File: src/rtl/mult_low_seq_if.sv
// Request/result bundle for the sequential shift-and-add multiplier.
// master drives operands and the start strobe; slave returns the product.
interface mult_low_seq_if #(
    parameter int N = 8,
    parameter int M = 4
);
    logic             data_rdy;
    logic [N-1:0]     mult1;
    logic [M-1:0]     mult2;
    logic             res_rdy;
    logic [N+M-1:0]   res;

    modport master (
        output data_rdy, mult1, mult2,
        input  res_rdy, res
    );

    modport slave (
        input  data_rdy, mult1, mult2,
        output res_rdy, res
    );
endinterface

File: src/rtl/mult_low_seq.sv
// Unsigned N x M shift-and-add multiplier, one multiplier bit per clock.
// Optional MULT_LOW_EARLY_DONE_EN finishes once the remaining multiplier bits are zero.
//
// state | meaning
// IDLE  | waiting for data_rdy; res holds the last product
// CALC  | one multiplier bit consumed per cycle, LSB first
// DONE  | res_rdy pulse, back to IDLE next edge
module mult_low_seq #(
    parameter int N = 8,
    parameter int M = 4
) (
    input  logic           clk,
    input  logic           rst,
    mult_low_seq_if.slave  bus
);

    localparam int W  = N + M;
    localparam int CW = (M > 1) ? $clog2(M) : 1;

    typedef enum logic [1:0] {
        IDLE = 2'd0,
        CALC = 2'd1,
        DONE = 2'd2
    } state_t;

    state_t          state_q,   state_d;
    logic [W-1:0]    acc_q,     acc_d;
    logic [W-1:0]    mcand_q,   mcand_d;
    logic [M-1:0]    mplier_q,  mplier_d;
    logic [CW-1:0]   cnt_q,     cnt_d;
    logic [W-1:0]    res_q,     res_d;
    logic            res_rdy_q, res_rdy_d;

    logic [W-1:0]    partial;
    logic            last_bit;

    always_ff @(posedge clk or posedge rst) begin
        if (rst) begin
            state_q   <= IDLE;
            acc_q     <= '0;
            mcand_q   <= '0;
            mplier_q  <= '0;
            cnt_q     <= '0;
            res_q     <= '0;
            res_rdy_q <= 1'b0;
        end else begin
            state_q   <= state_d;
            acc_q     <= acc_d;
            mcand_q   <= mcand_d;
            mplier_q  <= mplier_d;
            cnt_q     <= cnt_d;
            res_q     <= res_d;
            res_rdy_q <= res_rdy_d;
        end
    end

    always_comb begin
        state_d   = state_q;
        acc_d     = acc_q;
        mcand_d   = mcand_q;
        mplier_d  = mplier_q;
        cnt_d     = cnt_q;
        res_d     = res_q;
        res_rdy_d = 1'b0;

        partial = acc_q + (mplier_q[0] ? mcand_q : '0);
`ifdef MULT_LOW_EARLY_DONE_EN
        // Nothing left to add once the unconsumed multiplier bits are all zero.
        last_bit = (cnt_q == '0) || (mplier_q[M-1:1] == '0);
`else
        last_bit = (cnt_q == '0);
`endif

        case (state_q)
            IDLE: begin
                if (bus.data_rdy) begin
                    mcand_d  = {{M{1'b0}}, bus.mult1};
                    mplier_d = bus.mult2;
                    acc_d    = '0;
                    cnt_d    = CW'(M - 1);
                    state_d  = CALC;
                end
            end
            CALC: begin
                acc_d    = partial;
                mcand_d  = mcand_q << 1;
                mplier_d = mplier_q >> 1;
                cnt_d    = cnt_q - CW'(1);
                if (last_bit) begin
                    res_d     = partial;
                    res_rdy_d = 1'b1;
                    state_d   = DONE;
                end
            end
            DONE: begin
                state_d = IDLE;
            end
            default: begin
                state_d = IDLE;
            end
        endcase
    end

    assign bus.res     = res_q;
    assign bus.res_rdy = res_rdy_q;

endmodule

File: src/flat_wrapper.sv
// flat-port wrapper written by rule: the top's interface ports become plain ports
module mult_low_seq_flat 
#(
    parameter int N = 8,
    parameter int M = 4
)
  (clk, rst, bus_data_rdy, bus_mult1, bus_mult2, bus_res_rdy, bus_res);
  mult_low_seq_if #(.N(N), .M(M)) bus_i ();
  input  logic clk;
  input  logic rst;
  input wire logic [$bits(bus_i.data_rdy)-1:0] bus_data_rdy;
  input wire logic [$bits(bus_i.mult1)-1:0] bus_mult1;
  input wire logic [$bits(bus_i.mult2)-1:0] bus_mult2;
  output wire logic [$bits(bus_i.res_rdy)-1:0] bus_res_rdy;
  output wire logic [$bits(bus_i.res)-1:0] bus_res;
  assign bus_i.data_rdy = bus_data_rdy;
  assign bus_i.mult1 = bus_mult1;
  assign bus_i.mult2 = bus_mult2;
  assign bus_res_rdy = bus_i.res_rdy;
  assign bus_res = bus_i.res;
  mult_low_seq #(.N(N), .M(M)) u_core (.clk(clk), .rst(rst), .bus(bus_i));
endmodule
File: config.mk
export PLATFORM = sky130hd
export DESIGN_NAME = mult_low_seq_flat
export DESIGN_NICKNAME = d
export VERILOG_FILES = /design/src/rtl/mult_low_seq_if.sv /design/src/rtl/mult_low_seq.sv /design/src/flat_wrapper.sv
export SDC_FILE = /design/constraint.sdc
export NUM_CORES = 1
export LEC_CHECK = 0
export CAP_MARGIN = 5
export CORE_MARGIN = 2
export CORE_UTILIZATION = 55
export CTS_BUF_LIST = sky130_fd_sc_hd__clkbuf_4 sky130_fd_sc_hd__clkbuf_8 sky130_fd_sc_hd__clkbuf_16
export CTS_CLUSTER_SIZE = 20
export DETAILED_ROUTE_END_ITERATION = 16
export PLACE_DENSITY = 0.84
export SYNTH_ARGS = -nofsm -noshare
export SYNTH_HDL_FRONTEND = slang
export SYNTH_SLANG_ARGS = --single-unit
File: constraint.sdc
create_clock -name clk -period 2.37 [get_ports clk]
set_input_delay 0.474 -clock clk [delete_from_list [all_inputs] [get_ports clk]]
set_output_delay 0.474 -clock clk [all_outputs]
set_load 0.05 [all_outputs]
==> flow_summary_export.csv, run 1 <==
group,metric,value,unit
timing,finClkSkew,0.00821,ns
detailed_routing,antenna_left,0,
timing,hold_viol_final,0,
hold_path,hold_class,"flop to flop",
critical_path,start_kind,"flop",
detailed_routing,firstDrtPassIters,4,
cells_and_area,final_common_cell,"dfrtp_1",
clocking,clock_sinks,45,
cells_and_area,drive_above_1_share,10.2,%
timing,worst_slew_pin_slew,0.792,ns
global_routing,grt_pass1_wl,7190,um
pwr,p_sw_share,42.5,%
pwr,ir_drop,0.737,mV
flow_run,cap_viol_max_count,0,
global_routing,grt_max_degree,46,
global_routing,grt.total_usage,21.0,%
clocking,clk_pin_slew,0.09,ns
clocking,htree_levels,2,
cells_and_area,final_util,69.3,%
synthesis,synth_fp_nets,243,
cells_and_area,fin_nets,273,
status,outcome,"completed",
clocking,ctsHoldBuffers,0,
global_routing,first_global_vias,1589,
detailed_routing,vias_per_cell,5.56,
timing,slew_violations,0,
detailed_routing,drtIter0Drc,79,
cells_and_area,antenna_cells,0,
hold_path,min-delay-start,"u_core.bus.res[4]",
timing,setup_viol,0,
die,die_h,68.2,um
synthesis,yosysWarnings,0,
clocking,cts_buffers,5,
critical_path,cp.arrival,2.46,ns
detailed_routing,drt_wl_total,4220,um
synthesis,yosysSeqAreaShare,49.6,%
synthesis,syn_area_per_cell,10.6,sq um
pwr,power.leakage,0.00130,uW
synthesis,synth_cells,215,
synthesis,synth_cell_types,35,
timing,finalCriticalPeriod,2.27,ns
clocking,clockBufferDepth,2,
cells_and_area,area_growth,21.4,%
detailed_routing,drc,0,
pwr,p_int,2220,uW
timing,slew_headroom,47.2,%
clocking,cts_tree,"done",
pwr,seq_power_share,33.3,%
clocking,clock-root-buffer,"clkbuf_8",
critical_path,cp_max_fo,4,
cells_and_area,final_cell_mix,"45 x dfrtp_1, 38 x nand2_1, 27 x clkdlybuf4s50_1",
die,start_util,57.1,%
global_routing,overflow,0,
die,ioPinCount,28,
placed_design,hpwl,3000,um
pwr,power_density,1400,mW/mm^2
detailed_routing,vias,1645,
pwr,combPwrFrac,50.9,%
die,core_area,0.00397,sq mm
die,rows,23,
critical_path,crit_path_start,"u_core.mplier_q[0]",
timing,period_share,95.8,%
pwr,p_clk_share,15.8,%
critical_path,rrSetupSlack,0.1,ns
die,die_w,68.2,um
cells_and_area,n_fill_cell,309,
timing,rsz0062_at_grt,"no",
critical_path,critPathRequiredTime,2.56,ns
detailed_routing,wl_per_cell,14.2,um
critical_path,end_kind,"flop",
clocking,worst_skew_pair.late_latency,0.31,ns
critical_path,timing_worst_setup_path_type,"flop to flop",
timing,max_freq,440,MHz
pwr,p_sw,1640,uW
clocking,post_cts_buffers,0,
placed_design,port_buffers,27,
global_routing,antenna_found_initial,0,
placed_design,place.gp.congestion,0.826,
critical_path,r2r-start,"u_core.mplier_q[0]",
synthesis,synth-seq-cells,45,
synthesis,netlist_area,0.00227,sq mm
die,dieArea,0.00465,sq mm
timing,setup_tns,0,ns
## per-stage QoR
| stage | hold slack [ns] | std cells | power [uW] | cell area [sq um] | setup slack [ns] |
|---|---|---|---|---|---|
| after global placement | 0.460 | 288 | 3200 | 2630 | 0.150 |
| after detailed placement | 0.470 | 288 | 3270 | 2630 | 0.0942 |
| after global routing | 0.507 | 296 | 4150 | 2750 | 0.00102 |
| final | 0.482 | 296 | 3870 | 2750 | 0.0985 |
| after CTS | 0.489 | 296 | 3880 | 2750 | 0.0668 |
| after floorplan | 0.449 | 215 | 2710 | 2270 | 0.229 |
## metal layers
layer / wire length [um] / global-route usage, %
met1: 1990 / 28.8
met2: 2000 / 32.0
met3: 149 / 5.26
met4: 75 / 8.50
met5: 0 / 0
## critical path: stages, from the launching register on
cell	delay, ns
dfrtp_1	0.40
and2_1	0.17
ha_1	0.23
fa_1	0.41
a21o_1	0.24
a221oi_4	0.32
o21ai_2	0.13
xnor2_2	0.16
o21ai_1	0.09
## cells in the mapped netlist
master	number	share of area [%]
a21oi_1	7	1.5
mux2i_1	10	4.4
a221oi_4	1	1.2
a31oi_1	1	0.28
a21o_1	5	1.7
o211ai_2	1	0.55
nand4_1	1	0.28
xnor2_2	2	1.4
o21ai_0	25	5.5
nor3b_1	1	0.33
o21bai_1	1	0.33
nand2b_1	1	0.28
and3_1	1	0.28
and4_1	1	0.39
o21bai_2	1	0.50
a41oi_1	1	0.39
o21ai_2	1	0.39
clkbuf_1	7	1.2
and2_1	11	3.0
xor2_1	6	2.3
o21ai_1	8	1.8
inv_1	5	0.83
a22oi_1	1	0.33
a22o_1	8	3.1
dfrtp_1	45	50
a211oi_2	1	0.55
fa_1	1	0.88
nor2b_1	1	0.28
xnor2_1	3	1.2
mux2_2	2	0.99
o211ai_1	1	0.33
a31o_2	1	0.39
nand2_1	38	6.3
buf_2	3	0.66
ha_1	12	6.6
## cells by family after synthesis
group	share of synthesized area [%]
xor+xnor	4.91
compound gates	18.8
fa+ha+maj	7.50
buf+inv	2.65
mux	5.41
simple gates	11.1
flops	49.6
## power by group through the flow
stage | logic [uW] | registers, uW | clock network (uW)
CTS | 1980 | 1290 | 617
detailed placement | 1980 | 1290 | 0
floorplan | 1170 | 1540 | 0
global placement | 1910 | 1290 | 0
global route | 2180 | 1330 | 645
finish | 1970 | 1290 | 611
## sequential cells by signal, indices dropped and copies added, names as in the netlist
name                flops
u_core.mplier_q         4
u_core.state_q          2
u_core.cnt_q            2
u_core.bus.res_rdy      1
u_core.mcand_q         12
u_core.acc_q           12
u_core.bus.res         12
## final cells by class
| class | count | area (sq um) | share of cell area [%] |
|---|---|---|---|
| clock inverter | 2 | 37.5 | 1.36 |
| sequential | 45 | 1130 | 40.9 |
| multi-input combinational | 155 | 1090 | 39.4 |
| tap | 50 | 62.6 | 2.27 |
| inverter | 5 | 18.8 | 0.682 |
| clock buffer | 6 | 82.6 | 3.00 |
| timing repair buffer | 33 | 340 | 12.4 |
## worst paths after layout
check / end / depth (start not counted)
max: u_core.bus.res[8] / 8
min: u_core.bus.res[4] / 2
max reg2reg: u_core.bus.res[8] / 8
min reg2reg: u_core.bus.res[4] / 2
max in group asynchronous: u_core.bus.res[3] / 3
min in group asynchronous: u_core.mcand_q[8] / 3
## what timing repair did
item | in CTS | in global routing
endpoints found under the setup margin | 0 | 4
hold endpoints to repair | 0 | 0
gates resized for setup | 0 | 0
Power figures use the tool's default switching activity.
==> run 2: changes to the inputs <==
CORE_MARGIN = unset   (was 2)
CORE_UTILIZATION = 45   (was 55)
PLACE_DENSITY = 0.72   (was 0.84)
==> run 2 against run 1 <==
Total power is 3.1% lower. Die area rose by 15%. Design area up 0.86%. Non-clock buffer count up 3. First-iteration DRC count grew 20%. Sequential share of layout area is 0.35 points lower. Global-route usage is 3.7 points lower. Sequential power barely moved. Core utilization down 11 points. Critical endpoint is now u_core.bus.res[10]. Largest power group unchanged.
==> flow_summary_export.csv, run 2 (synthesis results as in run 1) <==
group,metric,value,unit
status,outcome,"completed",
global_routing,grt_util_met2,28.4,%
global_routing,grt.total_usage,17.3,%
cells_and_area,n_fill_cell,432,
die,ioPinCount,28,
pwr,ir_drop,0.876,mV
cells_and_area,antenna_cells,0,
placed_design,place_area,0.00268,sq mm
clocking,cts_tree,"done",
global_routing,grt_max_degree,46,
global_routing,met3_usage,3.31,%
pwr,power.leakage,0.00130,uW
cells_and_area,final_common_cell,"dfrtp_1",
critical_path,path_buf_inv,0,
global_routing,gr-max-usage-layer,"met2",
clocking,clk_pin_slew,0.08,ns
critical_path,end_kind,"flop",
detailed_routing,wl_per_cell,12.7,um
cells_and_area,design_area,0.00278,sq mm
detailed_routing,vias_per_cell,4.99,
critical_path,start_kind,"flop",
cells_and_area,fin_nets,276,
placed_design,place.gp.congestion,0.796,
critical_path,cpPeakStageDelay,0.40,ns
die,dieArea,0.00533,sq mm
timing,slew_violations,0,
cells_and_area,final_util,58.0,%
hold_path,hold_class,"flop to flop",
cells_and_area,area_growth,22.4,%
timing,finClkSkew,0.00644,ns
timing,rsz0062_at_grt,"no",
clocking,clockBufferDepth,2,
timing,setup_tns,0,ns
placed_design,hpwl,2950,um
clocking,worst_skew_pair.late_latency,0.29,ns
clocking,cts_buffers,5,
critical_path,cp_max_fo,3,
timing,hold_viol_final,0,
timing,max_freq,453,MHz
die,die_w,73,um
global_routing,grt_pass1_wl,7110,um
detailed_routing,drtIter0Drc,95,
global_routing,antenna_found_initial,0,
placed_design,port_buffers,27,
die,die_h,73,um
critical_path,cp_slowest_cell,"dfrtp_1",
detailed_routing,drc,0,
detailed_routing,firstDrtPassIters,4,
global_routing,overflow,0,
timing,period_share,93.1,%
clocking,post_cts_buffers,0,
critical_path,cp.arrival,2.38,ns
critical_path,crit_path_start,"u_core.mplier_q[0]",
clocking,clock_sinks,45,
clocking,htree_levels,2,
hold_path,min-delay-start,"u_core.bus.res[2]",
timing,finalCriticalPeriod,2.21,ns
timing,slew_headroom,51.1,%
die,rows,25,
critical_path,crit_chain,"and2_1 -> ha_1 -> fa_2 -> a21o_1 -> a221oi_4 -> o21bai_2 -> xnor2_2 -> o21ai_1",
detailed_routing,antenna_left,0,
global_routing,use_met1,23.2,%
pwr,power_density,1350,mW/mm^2
cells_and_area,drive_above_1_share,11.7,%
cells_and_area,final_cell_mix,"45 x dfrtp_1, 38 x nand2_1, 27 x clkdlybuf4s50_1",
critical_path,timing_worst_setup_path_type,"flop to flop",
die,core_area,0.00479,sq mm
critical_path,critPathRequiredTime,2.55,ns
timing,setup_viol,0,
timing,hold_ws,0.478,ns
die,start_util,47.4,%
detailed_routing,vias,1573,
flow_run,cap_viol_max_count,0,
timing,worst_slew_pin_slew,0.733,ns
critical_path,cp_top_family,"compound AO/OA/AOI/OAI gates",
global_routing,first_global_vias,1576,
detailed_routing,drt_wl_total,4010,um
critical_path,r2r-start,"u_core.mplier_q[0]",
clocking,clock-root-buffer,"clkbuf_8",
run 2: layout make-up:
class                   count  area [sq um]  area share, %
clock inverters             1          7.51          0.270
flip-flops and latches     45          1130           40.5
inverters                   5          18.8          0.676
multi-input cells         155          1100           39.5
clock buffers               6          82.6           2.97
repair buffers             36           363           13.1
well taps                  67          83.8           3.02
run 2: layer usage:
metal  routed length (um)  part of all wire, %
met1                 1970                   49
met2                 1910                   48
met3                  114                  2.8
met4                   17                 0.42
met5                    0                    0
run 2: power breakdown:
group          switching [uW]  internal (uW)
clock network             240            230
logic                    1170            829
registers                 194           1090
total                    1600           2150
run 2: worst paths after layout:
check	endpoint	slack, ns	depth (start not counted)
min in group asynchronous	u_core.acc_q[11]	0.52	3
hold / removal	u_core.bus.res[2]	0.48	2
max in group asynchronous	u_core.mcand_q[3]	1.64	3
setup / recovery	u_core.bus.res[10]	0.16	8
hold reg to reg	u_core.bus.res[2]	0.48	2
setup reg to reg	u_core.bus.res[10]	0.16	8
run 2: timing repair:
action                                  CTS  global route
hold buffers                              0             0
hold endpoints to repair                  0             0
endpoints found under the setup margin    0             6
gates resized for setup                   0             2
run 2: tightest hold or removal path, delay by kind of cell, from the launching register on:
family	cells	cell delay (ns)
simple gates	1	0.04
flops	1	0.34
compound gates	1	0.06
run 2: stage by stage:
stage          std cells  setup WS [ns]  power, uW
2_1_floorplan        215          0.229       2710
3_3_place_gp         308          0.151       3260
3_5_place_dp         308          0.100       3310
4_1_cts              315         0.0783       3780
5_1_grt              315         0.0283       4060
6_report             315          0.164       3750
==> run 3: changes to the inputs <==
ABC_CLOCK_PERIOD_IN_PS = 2370   (was unset)
CORE_ASPECT_RATIO = 0.9   (was unset)
==> run 3 against run 2 <==
Register-to-register slack improved by 0.02 ns. Worst setup slack better by 0.025 ns. Total power is 0.19% higher. Clock skew is 0.0012 ns higher. Design area decreased by 0.81%. Die area hardly changed. Non-clock buffer count unchanged. Cell count fell by 0.63%. Critical endpoint is now u_core.bus.res[9].
==> flow_summary_export.csv, run 3 (synthesis results as in run 1) <==
group,metric,value,unit
cells_and_area,antenna_cells,0,
detailed_routing,drtIter0Drc,54,
cells_and_area,design_area,0.00276,sq mm
critical_path,reg2regPathDepth,8,
placed_design,hpwl,3100,um
die,die_w,76.8,um
clocking,ctsHoldBuffers,0,
critical_path,start_kind,"flop",
cells_and_area,drive_above_1_share,11.7,%
timing,rsz0062_at_grt,"no",
critical_path,cp_max_fo,10,
clocking,cts_tree,"done",
die,die_h,69.4,um
timing,worst_slew_pin_slew,0.754,ns
critical_path,rrSetupSlack,0.19,ns
hold_path,hold_class,"input port to async pin",
detailed_routing,firstDrtPassIters,4,
global_routing,grt_pass1_wl,7260,um
critical_path,critPathRequiredTime,2.53,ns
cells_and_area,final_common_cell,"dfrtp_1",
cells_and_area,fin_nets,276,
clocking,worst_skew_pair.late_latency,0.29,ns
timing,setup_viol,0,
global_routing,antenna_found_initial,0,
global_routing,grt_util_met2,27.7,%
clocking,clock-root-buffer,"clkbuf_8",
clocking,clockBufferDepth,2,
global_routing,grt_max_degree,37,
critical_path,cp_top_family,"compound AO/OA/AOI/OAI gates",
status,outcome,"completed",
detailed_routing,wl_per_cell,13.2,um
global_routing,use_met1,23.5,%
critical_path,cpPeakStageDelay,0.40,ns
clocking,cts_buffers,5,
global_routing,overflow,0,
pwr,power_density,1360,mW/mm^2
die,rows,24,
critical_path,cp.arrival,2.35,ns
critical_path,crit_path_start,"u_core.mplier_q[0]",
detailed_routing,vias,1614,
critical_path,path_buf_inv,1,
placed_design,place.gp.congestion,0.852,
die,dieArea,0.00533,sq mm
pwr,power.leakage,0.00130,uW
timing,max_freq,458,MHz
die,ioPinCount,28,
placed_design,port_buffers,27,
cells_and_area,final_cell_mix,"45 x dfrtp_1, 38 x nand2_1, 27 x clkdlybuf4s50_1",
timing,finalCriticalPeriod,2.18,ns
die,core_area,0.00483,sq mm
placed_design,place_area,0.00266,sq mm
critical_path,r2r_end,"u_core.bus.res[9]",
detailed_routing,drt_wl_total,4140,um
timing,finClkSkew,0.00762,ns
timing,setup_tns,0,ns
timing,period_share,92.0,%
flow_run,cap_viol_max_count,0,
detailed_routing,vias_per_cell,5.16,
cells_and_area,area_growth,21.5,%
timing,slew_headroom,49.7,%
critical_path,r2r-start,"u_core.mplier_q[0]",
pwr,ir_drop,0.763,mV
global_routing,gr-max-usage-layer,"met2",
critical_path,crit_chain,"buf_4 -> and2_1 -> ha_1 -> a21oi_1 -> o211ai_2 -> a41oi_1 -> xor2_1 -> o21ai_0",
detailed_routing,drc,0,
global_routing,met3_usage,3.55,%
timing,slew_violations,0,
clocking,clk_pin_slew,0.08,ns
global_routing,grt.total_usage,17.2,%
die,start_util,46.9,%
detailed_routing,antenna_left,0,
timing,hold_viol_final,0,
critical_path,timing_worst_setup_path_type,"flop to flop",
global_routing,first_global_vias,1649,
critical_path,cp_slowest_cell,"dfrtp_1",
clocking,clock_sinks,45,
critical_path,end_kind,"flop",
pwr,p_total,3760,uW
clocking,htree_levels,2,
## run 3: cell types whose count changed in the layout (fill, tap and decap cells not counted), sizes merged
cell      change
clkbuf        +1
clkinv        -1
clkinvlp      -1
inv           +1
## run 3: layer usage
metal  vias to the layer above  part of all wire [%]
li1                        814                     -
met2                        23                    45
met3                         5                   2.8
met4                         0                  0.92
met5                         -                     0
met1                       772                    51
## run 3: layout make-up
| cell class | count | area [sq um] |
|---|---|---|
| Sequential cell | 45 | 1130 |
| Clock buffer | 7 | 90.1 |
| Timing Repair Buffer | 36 | 350 |
| Inverter | 5 | 18.8 |
| Tap cell | 65 | 81.3 |
| Multi-Input combinational cell | 155 | 1090 |
| Fill cell | 404 | 2080 |
## run 3: worst max path at each step
stage	endpoint	cells past startpoint	slack, ns
floorplan	u_core.bus.res[10]	8	0.23
global placement	u_core.bus.res[10]	8	0.15
detailed placement	u_core.bus.res[10]	8	0.13
CTS	u_core.bus.res[10]	8	0.10
global route	u_core.bus.res[9]	8	0.04
finish	u_core.bus.res[9]	8	0.19
## run 3: worst register-to-register path, stage by stage, from the launching register on
cell and delay (ns):
dfrtp_1 0.40, buf_4 0.17, and2_1 0.17, ha_1 0.34
a21oi_1 0.25, o211ai_2 0.16, a41oi_1 0.27, xor2_1 0.19
o21ai_0 0.11
## run 3: power breakdown
group	internal, uW	switching [uW]
logic	816	1170
clock network	243	237
registers	1090	197
## run 3: through the flow
step	setup WS (ns)	hold WS (ns)	utilization, %	std cells
after floorplan	0.229	0.449	-	215
after global placement	0.149	0.460	55.1	306
final	0.189	0.398	57.0	313
after CTS	0.101	0.403	56.9	313
after detailed placement	0.131	0.471	55.1	306
after global routing	0.0380	0.412	57.0	313
## run 3: repair_timing
item                       CTS  global route
resized for setup            0             1
setup endpoints to repair    0             4
setup buffers                0             0
